[config.mk]
export PLATFORM = sky130hd
export DESIGN_NAME = ccip_rd_arbiter
export DESIGN_NICKNAME = d
export VERILOG_FILES = /design/src/rtl/ccip_rd_arbiter.sv
export SDC_FILE = /design/constraint.sdc
export NUM_CORES = 1
export LEC_CHECK = 0
export ABC_AREA = 1
export BUFFER_PORTS_ARGS = -buffer_cell sky130_fd_sc_hd__clkbuf_2
export CORE_AREA = 2 2 191 193
export DETAILED_ROUTE_END_ITERATION = 8
export DIE_AREA = 0 0 193 195
export HOLD_SLACK_MARGIN = 0.15
export PLACE_DENSITY = 0.58
export SETUP_SLACK_MARGIN = 0.2
export SKIP_LAST_GASP = 1
export SLEW_MARGIN = 20
export SYNTH_ARGS = -nofsm -noshare
export SYNTH_HDL_FRONTEND = slang
export SYNTH_SLANG_ARGS = --single-unit
[constraint.sdc]
create_clock -name clk -period 4.45 [get_ports clk]
set_input_delay 0.2225 -clock clk [delete_from_list [all_inputs] [get_ports clk]]
set_output_delay 0.2225 -clock clk [all_outputs]
set_load 0.005 [all_outputs]
[src/rtl/ccip_rd_arbiter.sv]
// ccip_rd_arbiter
// ---------------
// Round-robin arbiter that lets NUM_REQ engine instances share one CCI-P
// c0 read-request channel. The winner's index goes into the mdata tag bits of
// its request. Each read response is routed back by decoding that tag. Every
// requester has a credit counter of outstanding reads, capped at
// MAX_OUTSTANDING. Dropping enable stops new grants; idle then rises once all
// outstanding reads have returned, so the job can be torn down cleanly.
//
// Ports:
//   clk             clock
//   reset           asynchronous reset, active low
//   enable          1 = accept and issue requests, 0 = drain
//   req_valid       per-requester header-ready flags
//   req_hdr         per-requester headers, requester i at [i*HDR_WIDTH +: HDR_WIDTH]
//   req_ready       one-hot pop strobe (combinational)
//   tx_valid        registered c0 Tx request valid
//   tx_hdr          registered c0 Tx header with the tag inserted
//   tx_alm_full     shell c0TxAlmFull
//   rsp_valid       shell c0 Rx response valid
//   rsp_hdr         shell c0 Rx response header
//   rsp_sel         registered one-hot response route
//   outstanding_cnt per-requester outstanding-read counters, CNT_BITS each
//   idle            FSM idle and no reads outstanding
//   err_underflow   sticky: a response arrived with no matching outstanding read
module ccip_rd_arbiter #(
  parameter int NUM_REQ         = 4,
  parameter int ID_BITS         = 2,
  parameter int TAG_LSB         = 14,
  parameter int HDR_WIDTH       = 74,
  parameter int MAX_OUTSTANDING = 64,
  parameter int CNT_BITS        = 7
) (
  input  logic                          clk,
  input  logic                          reset,
  input  logic                          enable,
  input  logic [NUM_REQ-1:0]            req_valid,
  input  logic [NUM_REQ*HDR_WIDTH-1:0]  req_hdr,
  output logic [NUM_REQ-1:0]            req_ready,
  output logic                          tx_valid,
  output logic [HDR_WIDTH-1:0]          tx_hdr,
  input  logic                          tx_alm_full,
  input  logic                          rsp_valid,
  input  logic [HDR_WIDTH-1:0]          rsp_hdr,
  output logic [NUM_REQ-1:0]            rsp_sel,
  output logic [NUM_REQ*CNT_BITS-1:0]   outstanding_cnt,
  output logic                          idle,
  output logic                          err_underflow
);

  typedef enum logic [1:0] {
    ST_IDLE  = 2'd0,
    ST_RUN   = 2'd1,
    ST_DRAIN = 2'd2
  } state_t;

  state_t               state_r;
  state_t               state_nxt_s;
  logic [ID_BITS-1:0]   rr_ptr_r;
  logic [CNT_BITS-1:0]  cnt_r [NUM_REQ];
  logic                 tx_valid_r;
  logic [HDR_WIDTH-1:0] tx_hdr_r;
  logic [NUM_REQ-1:0]   rsp_sel_r;
  logic                 err_underflow_r;

  logic [NUM_REQ-1:0]   elig_s;
  logic [NUM_REQ-1:0]   nz_s;
  logic [NUM_REQ-1:0]   inc_s;
  logic [NUM_REQ-1:0]   dec_s;
  logic                 all_zero_s;
  logic                 grant_vld_s;
  logic [ID_BITS-1:0]   grant_idx_s;
  logic [ID_BITS-1:0]   cand_s;
  logic [HDR_WIDTH-1:0] tagged_hdr_s;
  logic [ID_BITS-1:0]   rsp_tag_s;
  logic                 rsp_tag_ok_s;
  logic                 underflow_s;
  logic                 rsp_hdr_unused_s;

  // Only the tag field of the response header matters here.
  assign rsp_hdr_unused_s = ^rsp_hdr;

  assign rsp_tag_s    = rsp_hdr[TAG_LSB +: ID_BITS];
  assign rsp_tag_ok_s = (int'(rsp_tag_s) < NUM_REQ);

  for (genvar i = 0; i < NUM_REQ; i++) begin : g_req
    assign nz_s[i]   = (cnt_r[i] != '0);
    assign elig_s[i] = (state_r == ST_RUN) && !tx_alm_full && req_valid[i] &&
                       (cnt_r[i] < CNT_BITS'(MAX_OUTSTANDING));
    assign inc_s[i]  = grant_vld_s && (grant_idx_s == ID_BITS'(i));
    assign dec_s[i]  = rsp_valid && rsp_tag_ok_s && (rsp_tag_s == ID_BITS'(i));
    assign outstanding_cnt[i*CNT_BITS +: CNT_BITS] = cnt_r[i];

    // Outstanding-read counter; a grant and a response in the same cycle
    // cancel, and a response at zero leaves the counter at zero.
    always_ff @(posedge clk or negedge reset) begin
      if (!reset) begin
        cnt_r[i] <= '0;
      end else if (inc_s[i] && !dec_s[i]) begin
        cnt_r[i] <= cnt_r[i] + CNT_BITS'(1);
      end else if (dec_s[i] && !inc_s[i] && nz_s[i]) begin
        cnt_r[i] <= cnt_r[i] - CNT_BITS'(1);
      end else begin
        cnt_r[i] <= cnt_r[i];
      end
    end
  end

  assign all_zero_s  = ~|nz_s;
  // Unknown tags, and responses to a requester with nothing outstanding.
  assign underflow_s = rsp_valid && (!rsp_tag_ok_s || (|(dec_s & ~nz_s)));
  assign req_ready   = inc_s;

  // Round-robin search starting one past the last winner.
  always_comb begin
    grant_vld_s = 1'b0;
    grant_idx_s = '0;
    cand_s      = '0;
    for (int k = 1; k <= NUM_REQ; k++) begin
      cand_s = ID_BITS'((int'(rr_ptr_r) + k) % NUM_REQ);
      if (!grant_vld_s && elig_s[cand_s]) begin
        grant_vld_s = 1'b1;
        grant_idx_s = cand_s;
      end else begin
        grant_vld_s = grant_vld_s;
      end
    end
  end

  // Winner's header with its index written into the mdata tag field.
  always_comb begin
    tagged_hdr_s = req_hdr[int'(grant_idx_s)*HDR_WIDTH +: HDR_WIDTH];
    tagged_hdr_s[TAG_LSB +: ID_BITS] = grant_idx_s;
  end

  // Enable/drain sequencing; a returning enable cancels a drain.
  always_comb begin
    state_nxt_s = state_r;
    case (state_r)
      ST_IDLE: begin
        if (enable) state_nxt_s = ST_RUN;
        else        state_nxt_s = ST_IDLE;
      end
      ST_RUN: begin
        if (!enable) state_nxt_s = ST_DRAIN;
        else         state_nxt_s = ST_RUN;
      end
      ST_DRAIN: begin
        if (enable)          state_nxt_s = ST_RUN;
        else if (all_zero_s) state_nxt_s = ST_IDLE;
        else                 state_nxt_s = ST_DRAIN;
      end
      default: state_nxt_s = ST_IDLE;
    endcase
  end

  // FSM state register.
  always_ff @(posedge clk or negedge reset) begin
    if (!reset) state_r <= ST_IDLE;
    else        state_r <= state_nxt_s;
  end

  // Round-robin pointer; moves only when a grant is made.
  always_ff @(posedge clk or negedge reset) begin
    if (!reset)           rr_ptr_r <= ID_BITS'(NUM_REQ - 1);
    else if (grant_vld_s) rr_ptr_r <= grant_idx_s;
    else                  rr_ptr_r <= rr_ptr_r;
  end

  // Request output register; the header holds when nothing is issued.
  always_ff @(posedge clk or negedge reset) begin
    if (!reset) begin
      tx_valid_r <= 1'b0;
      tx_hdr_r   <= '0;
    end else if (grant_vld_s) begin
      tx_valid_r <= 1'b1;
      tx_hdr_r   <= tagged_hdr_s;
    end else begin
      tx_valid_r <= 1'b0;
      tx_hdr_r   <= tx_hdr_r;
    end
  end

  // Response route and sticky underflow flag; responses are accepted in any state.
  always_ff @(posedge clk or negedge reset) begin
    if (!reset) begin
      rsp_sel_r       <= '0;
      err_underflow_r <= 1'b0;
    end else begin
      rsp_sel_r       <= dec_s;
      err_underflow_r <= err_underflow_r | underflow_s;
    end
  end

  assign tx_valid      = tx_valid_r;
  assign tx_hdr        = tx_hdr_r;
  assign rsp_sel       = rsp_sel_r;
  assign err_underflow = err_underflow_r;
  assign idle          = (state_r == ST_IDLE) && all_zero_s;

endmodule
[Word-level counts from Yosys, hierarchy flattened]
Index checks and enable logic that the tools add are counted.
Operators by class
  add/subtract/negate cells: 12
  multipliers: 1
  magnitude comparators: 8
  eq/ne operators: 8
  shift-type cells: 1
  muxes and demuxes: 30
  bitwise gates (word level): 3
  reduce and logical (&&, ||, !) cells: 60
Operators by type and width (number)
  296-bit by 10-bit indexed part select with 74-bit output: 1
  7-bit two-way mux: 8
  1-bit logical AND: 34
  7-bit by 1-bit adder with 7-bit output, second input constant: 4
  7-bit less-than comparator, second input constant: 4
  7-bit nonzero test: 4
  7-bit by 1-bit subtractor with 7-bit output, second input constant: 4
  2-bit two-way mux: 7
  1-bit zero test: 13
  2-bit by 3-bit less-than comparator with 1-bit output, second input constant: 4
  2-bit equality test, second input constant: 5
  1-bit two-way mux: 10
  1-bit binary-select mux with 2-bit select: 4
  2-bit by 6-bit multiplier with 8-bit output, second input constant: 1
  2-bit nonzero test: 4
  4-bit OR reduction: 2
  2-bit by 1-bit equality test with 1-bit output, second input constant: 3
  2-bit zero test: 3
  2-bit one-hot mux with 3 select lines: 1
  2-bit by 1-bit adder with 2-bit output, second input constant: 2
  2-bit adder, second input constant: 2
  4-bit bitwise AND: 1
  4-bit inverter: 1
  1-bit bitwise OR: 1
Word-level totals
  register bits: 112
  input bits: 379
  output and inout port bits: 113
  word-level logic and storage cells: 133

[Logic depth before layout (Yosys ltp)]
Gate-level depths: netlist of the first run.
  depth after elaboration: 23
  mapped depth: 25
  depth with buffers taken out: 24

[Worst setup path after synthesis of the first run]
OpenSTA, ideal clock, no wires.
  kind: flip-flop to flip-flop
  start point: reg state_r[1]
  end point: reg cnt_r, in the netlist outstanding_cnt[12]
  arrival time: 3007 ps
  data required time: 4329 ps
  path slack: 1322 ps
  stages on the path, launching flop included: 21
  buffers on the path: 0
  cells stage by stage: dfrtp_1 > inv_1 > nand2_1 > nor2_4 > nand3_1 > nand2_1 > nand2_1 > a31oi_1 > nand2_1 > nor2_1 > nand3b_1 > ha_1 > a21oi_1 > inv_1 > a31oi_1 > nor2_1 > o21ai_0 > nand2_1 > xor2_1 > nand2_1 > o21ai_1
Between the ends
  longest elaborated chain between the ends: 22
  elaborated cells on any way between the ends: 40
  those cells by class: eq/ne (2); mux (17); reduce/logical (21)
RTL lines
  start: declaration: RTL line 57  | state_t state_r;
  start signal: assignment: RTL line 160  | else state_r <= state_nxt_s;
  2-bit by 1-bit equality test with 1-bit output *: RTL line 88  | assign elig_s[i] = (state_r == ST_RUN) && !tx_alm_full && req_valid[i] &&
  1-bit logical AND *: RTL line 88
  1-bit logical AND (2 in series): RTL line 88
  1-bit binary-select mux with 2-bit select: RTL line 121  | if (!grant_vld_s && elig_s[cand_s]) begin
  1-bit two-way mux (not written as such): RTL line 121
  1-bit two-way mux: RTL line 121
  1-bit zero test: RTL line 121
  1-bit logical AND: RTL line 121
  (+4 left out)
  1-bit zero test: RTL line 121
  1-bit logical AND: RTL line 121
  2-bit two-way mux: RTL line 121
  2-bit by 1-bit equality test with 1-bit output: RTL line 90  | assign inc_s[i] = grant_vld_s && (grant_idx_s == ID_BITS'(i));
  1-bit logical AND *: RTL line 90
  1-bit zero test: RTL line 101  | end else if (dec_s[i] && !inc_s[i] && nz_s[i]) begin
  1-bit logical AND (2 in series): RTL line 101
  2-bit nonzero test (no line)
  end signal: indexed assignment: RTL line 100  | cnt_r[i] <= cnt_r[i] + CNT_BITS'(1);
  end signal: indexed assignment: RTL line 102  | cnt_r[i] <= cnt_r[i] - CNT_BITS'(1);
  end signal: indexed assignment: RTL line 104  | cnt_r[i] <= cnt_r[i];
  end: declaration: RTL line 60  | logic [CNT_BITS-1:0] cnt_r [NUM_REQ];
Every way passes the cells marked *; elsewhere a longest branch is shown, timed or not. The select of a mux whose other input is x is not followed.
A chain may end at the register's enable or synchronous reset.

[Final worst setup path of the first run]
Ends and elaborated chain as after synthesis.

==> out/qor.txt, run 1 <==
Nets@finish = 2050
Setup crit end kind = flip-flop
Master of the slowest instance on the critical path = dfrtp_1
Top area cells in the synthesized netlist = dfrtp_1, nand2_1, o21ai_1, nor2_1, o21ai_0
Complex-gate fraction of the synthesized area = 17.1%
Std-Cell Rows = 69
Worst hold margin = 0.173 ns
Met2 Resource Use GR = 27.5%
Total CTS buffers = 9
Combinational power share = 68.7%
Initial antenna violation count = 3
Critical path type = reg -> reg
Area leader, netlist = dfrtp_1
CTS root buf = clkbuf_16
P_leak = 0.00654 µW
Core area = 35400 µm²
RSZ-0062 raised after global routing = no
H-Tree Depth = 3
TritonCTS clock tree = done
Num ports = 492
Iter 0 DRT Violations = 337
DP Worst Slack = 0.724 ns
CP top delay family = simple AND/OR/NAND/NOR gates
Height of the chip = 195 µm
Fin Clk Skew = 0.00959 ns
Clock transition at path regs = 0.08 ns
Switch share = 52.2%
Synthesized area = 8160 µm²
Post-Synth Simple-Gate Area = 30.0%
Max Cap Violations = 0
DR vias = 9285
Psw = 4630 µW
Aggregate routed wire length = 29.8 mm
Final Max Tran Viols = 0
Avg Synthesized Cell Area = 6.71 µm²
Most common cell on crit path = nand2_1
Worst Setup Start Kind = flip-flop
Post-Synth Adder-Cell Area = 4.05%
Area Overhead vs Synth = 39.2%
Sequential fraction of the synthesis area = 34.4%
Mapped Nets = 1619
Final Worst Setup Slack = 0.840 ns
Most frequent cells in the layout = clkbuf_2, nand2_1, nor2_1
Worst skew pair latency = 0.37 ns
Worst slew margin = 37.6%
Synth Flop Type = dfrtp_1
EDFF count, synth = 0
Clock network power share = 9.3%
Die Footprint = 37600 µm²
Worst-margin pin slew = 0.936 ns
Vias in the first global route = 8841
Int Pwr = 4240 µW
Fin. Hold Viols = 0
Worst EP required = 4.72 ns
Finished Cell Area = 11400 µm²
Netlist cell types = 42
Final period util = 81.1%
Synth Register Bits = 112
Drt wl/cell = 14.1 µm
Sum Neg Setup Slack = 0 ns
Outcome = finished, final reports clean
# DRC = 0
Register share of total power = 22.0%
CP max stage delay = 0.40 ns
Post-detail-place hpwl = 21.5 mm
Initial Utilization = 23.0%
Minimum clock period = 3.61 ns
Routed Antenna Nets = 0
Async S/R FF share, synth = 100%
GRT met1 Usage = 17.4%
Finished Core Util = 32.1%
Clock Tree Buf Depth = 2
# port buffers = 411
PwrDens = 781 nW/µm²
Maximum vdd drop = 0.622 mV
Pre-Repair DR Iteration Count = 5
Die width = 193 µm
Final setup violating endpoints = 0
Clk sinks = 112
Crit Path Max Fanout = 8
Layout cell share with drive strength beyond 1 = 29.1%
Met3 Use GR = 3.29%
Area share of the largest cell type after synthesis = 33.7%
Gr usage total = 15.2%
CP arrival = 3.88 ns
Fmax = 277 MHz
Synth warn = 0
Xor and xnor area share after synthesis = 2.13%
Placed cell areas = 10400 µm²
Worst-path cell chain = inv_1 > nand2_1 > nor2_4 > nand3_1 > nand2_1 > nand2_1 > a31oi_1 > nand2_1 > nor2_1 > nand3b_1 > buf_4 > ha_1 > a21oi_1 > inv_1 > a31oi_1 > nor2_1 > o21ai_0 > nand2_1 > xor2_1 > nand2_1 > o21ai_1
Vias per cell = 4.39
HP Class = in -> reg
Gr busiest metal = met2
Largest net degree at the start of global routing = 142
Commonest non-fill, non-tap cell in the layout = clkbuf_2
Largest family of logic cells by synthesized area = simple AND/OR/NAND/NOR gates
Grt ovf = 0
CP Buf/Inv Count = 3
RD Place Congestion = 0.832
Mapped Cells = 1216
Proportion of synthesized area in mux cells = 0%
First-pass GRT wire length = 45.3 mm
-- cell type report --
class / instances / area, µm²
diodes: 2 / 5.00
clock buffers: 12 / 256
clock inverters: 4 / 28.8
fillers: 3852 / 24000
inverters: 131 / 494
multi-input cells: 907 / 4360
flip-flops and latches: 112 / 2810
well taps: 461 / 577
repair buffers: 486 / 2830
-- path summary, 6_finish.rpt --
kind / depth (start not counted) / endpoint / slack [ns] / startpoint
worst max-delay path: 21 / outstanding_cnt[12]$_DFFE_PN0P_ / 0.84 / state_r[1]$_DFF_PN0_
worst min-delay path: 5 / tx_hdr[68]$_DFFE_PN0P_ / 0.17 / req_hdr[216]
worst max register to register: 21 / outstanding_cnt[12]$_DFFE_PN0P_ / 0.84 / state_r[1]$_DFF_PN0_
worst min register to register: 2 / tx_hdr[50]$_DFFE_PN0P_ / 0.48 / tx_hdr[50]$_DFFE_PN0P_
max in group asynchronous: 3 / tx_hdr[63]$_DFFE_PN0P_ / 3.23 / reset
min in group asynchronous: 2 / outstanding_cnt[18]$_DFFE_PN0P_ / 0.28 / reset
-- kinds of logic (layout without fill, tap and decap cells) --
logic type                 after synthesis  in the layout
AOI/OAI and AO/OA                      264            264
xor gates and xnor gates                19             19
DFF                                    112            112
adders and majority gates               24             24
other                                    0              2
and+or+nand+nor                        600            600
buffers and inverters                  197            633
-- state kept, by name, indices dropped and copies added, names as in the netlist --
| signal | count |
|---|---|
| tx_hdr | 74 |
| rr_ptr_r | 2 |
| tx_valid | 1 |
| outstanding_cnt | 28 |
| rsp_sel | 4 |
| err_underflow | 1 |
| state_r | 2 |
-- per-stage QoR --
step                instances  power, µW
floorplan                1216       6300
global route             2115       9940
global placement         2031       7770
CTS                      2110       9020
finish                   2115       8870
detailed placement       2031       7900
-- worst register-to-register path, stage by stage (launching register included) --
cell and delay [ns]:
dfrtp_1 0.40, inv_1 0.08, nand2_1 0.10, nor2_4 0.19
nand3_1 0.13, nand2_1 0.14, nand2_1 0.10, a31oi_1 0.15
nand2_1 0.09, nor2_1 0.38, nand3b_1 0.22, buf_4 0.22
ha_1 0.33, a21oi_1 0.16, inv_1 0.05, a31oi_1 0.22
nor2_1 0.06, o21ai_0 0.15, nand2_1 0.08, xor2_1 0.14
nand2_1 0.06, o21ai_1 0.05
-- routing by layer --
layer	wire length, µm	share of wire [%]
met2	14800	50
met4	750	2.5
met5	13	0.044
met1	12300	41
met3	2020	6.8
-- what timing repair did --
| action | CTS | global route |
|---|---|---|
| hold buffers | 63 | 0 |
| hold endpoints to repair | 110 | 0 |
| gates resized for setup | 0 | 0 |
| setup buffers | 0 | 2 |
| endpoints found under the setup margin | 0 | 1 |
-- power groups by stage --
stage	Sequential [µW]	Combinational, µW	Clock [µW]
3_5_place_dp	1970	5930	0
5_1_grt	2030	7010	900
2_1_floorplan	1950	4350	0
3_3_place_gp	1960	5820	0
4_1_cts	1960	6180	879
6_report	1950	6090	823
-- cell usage after synthesis, types with 12 or more instances --
master and n:
nand2_1 374, nor2_1 162, o21ai_1 122, inv_1 114
dfrtp_1 110, o21ai_0 99, buf_6 27, nand3_1 27
ha_1 20, a21oi_1 18, clkbuf_1 16, o21ai_2 15
xor2_1 15, buf_2 14, clkinv_1 12
Power figures use the tool's default switching activity.
==> run 2, diff against run 1 <==
--- a/config.mk
+++ b/config.mk
@@ -5,13 +5,13 @@
 export SDC_FILE = /design/constraint.sdc
 export NUM_CORES = 1
 export LEC_CHECK = 0
-export ABC_AREA = 1
+export ABC_AREA = 0
 export BUFFER_PORTS_ARGS = -buffer_cell sky130_fd_sc_hd__clkbuf_2
-export CORE_AREA = 2 2 191 193
+export CORE_AREA = 2 2 190 192
 export DETAILED_ROUTE_END_ITERATION = 8
-export DIE_AREA = 0 0 193 195
+export DIE_AREA = 0 0 192 194
 export HOLD_SLACK_MARGIN = 0.15
-export PLACE_DENSITY = 0.58
+export PLACE_DENSITY = 0.57
 export SETUP_SLACK_MARGIN = 0.2
 export SKIP_LAST_GASP = 1
 export SLEW_MARGIN = 20
==> constraint.sdc (replaced) <==
create_clock -name clk -period 2.9 [get_ports clk]
set_input_delay 0.145 -clock clk [delete_from_list [all_inputs] [get_ports clk]]
set_output_delay 0.145 -clock clk [all_outputs]
set_load 0.005 [all_outputs]
==> out/qor.txt, run 2 <==
Largest net degree at the start of global routing = 72
Drt wl/cell = 18.2 µm
DR vias = 8504
RSZ-0062 raised after global routing = yes
Worst slew margin = 55.3%
Avg Synthesized Cell Area = 11.2 µm²
Clock transition at path regs = 0.08 ns
Int Pwr = 6340 µW
Netlist cell types = 56
Worst EP required = 3.17 ns
Commonest non-fill, non-tap cell in the layout = clkbuf_2
Filler Cells Inserted = 3282
# port buffers = 411
Height of the chip = 194 µm
Iter 0 DRT Violations = 282
Maximum vdd drop = 0.569 mV
# diodes = 0
HP Class = in -> reg
Setup crit end kind = flip-flop
Max reg flops = 74
Combinational power share = 57.0%
Worst-margin pin slew = 0.670 ns
Synth Flop Type = dfrtp_1
Grt ovf = 0
CTS root buf = clkbuf_16
P_leak = 0.00725 µW
TritonCTS clock tree = done
Area Overhead vs Synth = 93.4%
Worst skew pair latency = 0.38 ns
Clk sinks = 112
Crit Path Max Fanout = 4
PwrDens = 736 nW/µm²
RD Place Congestion = 0.826
Num ports = 492
Async S/R FF share, synth = 100%
Failing checks = negative setup slack
Gr usage total = 17.1%
Sequential fraction of the synthesis area = 39.1%
Final Worst Setup Slack = -0.0385 ns
Nets@finish = 1790
Switch share = 37.9%
Area share of the largest cell type after synthesis = 38.4%
Worst Setup Start Kind = flip-flop
Vias in the first global route = 9065
Vias per cell = 4.59
Core area = 35200 µm²
H-Tree Depth = 3
Initial antenna violation count = 0
EDFF count, synth = 0
Synth Register Bits = 112
Fmax = 340 MHz
Area leader, netlist = dfrtp_1
Most frequent cells in the layout = clkbuf_2, dlygate4sd3_1, mux2i_1
Max Cap Violations = 0
Synth warn = 0
Final period util = 101%
Outcome = finished, violations left
Fin Clk Skew = 0.0117 ns
Die Footprint = 37200 µm²
Fin. Hold Viols = 0
CP arrival = 3.21 ns
First-pass GRT wire length = 48.9 mm
Count leader, synth = mux2i_1
Finished Core Util = 39.4%
Layout cell share with drive strength beyond 1 = 43.8%
Initial Utilization = 20.4%
Clock Tree Buf Depth = 2
Final Max Tran Viols = 0
Aggregate routed wire length = 33.7 mm
Mapped Nets = 1044
Clock network power share = 14.0%
Register share of total power = 28.9%
Post-detail-place hpwl = 19.6 mm
Mapped Cells = 641
Routed Antenna Nets = 0
Psw = 3870 µW
Final setup violating endpoints = 6
Std-Cell Rows = 69
Critical path type = reg -> reg
Pre-Repair DR Iteration Count = 5
Top area cells in the synthesized netlist = dfrtp_1, mux2i_1, a221oi_1, nor2_1, ha_1
# DRC = 0
Die width = 192 µm
Minimum clock period = 2.94 ns
Post-synth top cells = mux2i_1, dfrtp_1, nor2_1
DP Worst Slack = -0.0360 ns
Total CTS buffers = 9
Synthesized area = 7170 µm²
-- run 2: changes by cell type in the layout (fill, tap and decap cells not counted), sizes merged, moves of 7 or more --
cell / delta
nand2: -371
o21ai: -228
dlygate4sd3: +201
mux2i: +147
inv: -108
buf: +82
nor2: -77
a221oi: +72
nand3: -23
mux2: +20
clkinv: -11
xnor2: +10
a21o: +7
-- run 2: final timing paths --
kind                                         start  cells past startpoint  slack [ns]                             end
max in group asynchronous                    reset                      3        1.83          tx_hdr[13]$_DFFE_PN0P_
min                                   req_hdr[204]                      3        0.13          tx_hdr[56]$_DFFE_PN0P_
max reg2reg                rr_ptr_r[0]$_DFFE_PN1P_                     12       -0.04  outstanding_cnt[5]$_DFFE_PN0P_
max                        rr_ptr_r[0]$_DFFE_PN1P_                     12       -0.04  outstanding_cnt[5]$_DFFE_PN0P_
min in group asynchronous                    reset                      2        0.33  outstanding_cnt[4]$_DFFE_PN0P_
min reg2reg                 tx_hdr[15]$_DFFE_PN0P_                      2        0.48          tx_hdr[15]$_DFFE_PN0P_
-- run 2: repair_timing --
action / in CTS / in global routing
cloned: 3 / 2
setup buffers: 18 / 24
endpoints found under the setup margin: 17 / 53
resized for setup: 35 / 36
endpoints found under the hold margin: 118 / 0
hold buffers: 264 / 0
pin swaps: 21 / 26
-- run 2: worst max-delay path: stages, from the launching register on --
cell and delay, ns:
dfstp_2 0.55, and4bb_2 0.26, a211o_1 0.27, a211o_1 0.27
a21o_4 0.22, buf_4 0.14, ha_4 0.20, a21o_1 0.16
a21oi_2 0.16, o21bai_1 0.10, a21oi_2 0.14, xnor2_1 0.07
mux2_1 0.28
-- run 2: power groups by stage --
stage / combinational [µW] / sequential, µW / clock, µW
2_1_floorplan: 2610 / 2890 / 0
3_3_place_gp: 4460 / 2910 / 0
3_5_place_dp: 4520 / 2940 / 0
4_1_cts: 5330 / 2930 / 1490
5_1_grt: 6350 / 3060 / 1540
6_report: 5820 / 2950 / 1430
-- run 2: routing by layer --
metal,global-route usage (%),share of wire [%],vias up
li1,-,-,3917
met5,0,0,-
met4,10.7,4.8,0
met3,4.81,7.4,125
met2,29.5,50,403
met1,18.3,38,4059
-- run 2: area by class of cell --
cell class | count | area [µm²] | share of cell area [%]
flip-flops and latches | 112 | 2810 | 20.2
clock buffers | 10 | 239 | 1.72
multi-input cells | 480 | 4380 | 31.6
well taps | 461 | 577 | 4.16
repair buffers | 774 | 5740 | 41.4
inverters | 10 | 37.5 | 0.271
clock inverters | 6 | 91.3 | 0.659
-- run 2: cell families after synthesis --
logic type,after synthesis,share of synthesized area (%)
AND/OR/NAND/NOR,138,9.37
buffers and inverters,49,5.13
adder cells (fa/ha/maj),24,4.61
AO/OA/AOI/OAI,128,15.3
XOR/XNOR,23,2.81
flip-flops,112,39.1
multiplexers,167,23.7
-- run 2: metrics by stage --
| step | TNS [ns] | area (µm²) | power (µW) | std cells | hold slack, ns |
|---|---|---|---|---|---|
| after floorplan | 0 | 7250 | 5510 | 641 | -0.151 |
| after global placement | -0.0427 | 10000 | 7370 | 1526 | 0.230 |
| after detailed placement | -0.0644 | 10000 | 7450 | 1526 | 0.230 |
| after CTS | 0 | 13500 | 9750 | 1827 | 0.150 |
| after global routing | -1.03 | 13900 | 10900 | 1853 | 0.150 |
| final | -0.152 | 13900 | 10200 | 1853 | 0.134 |
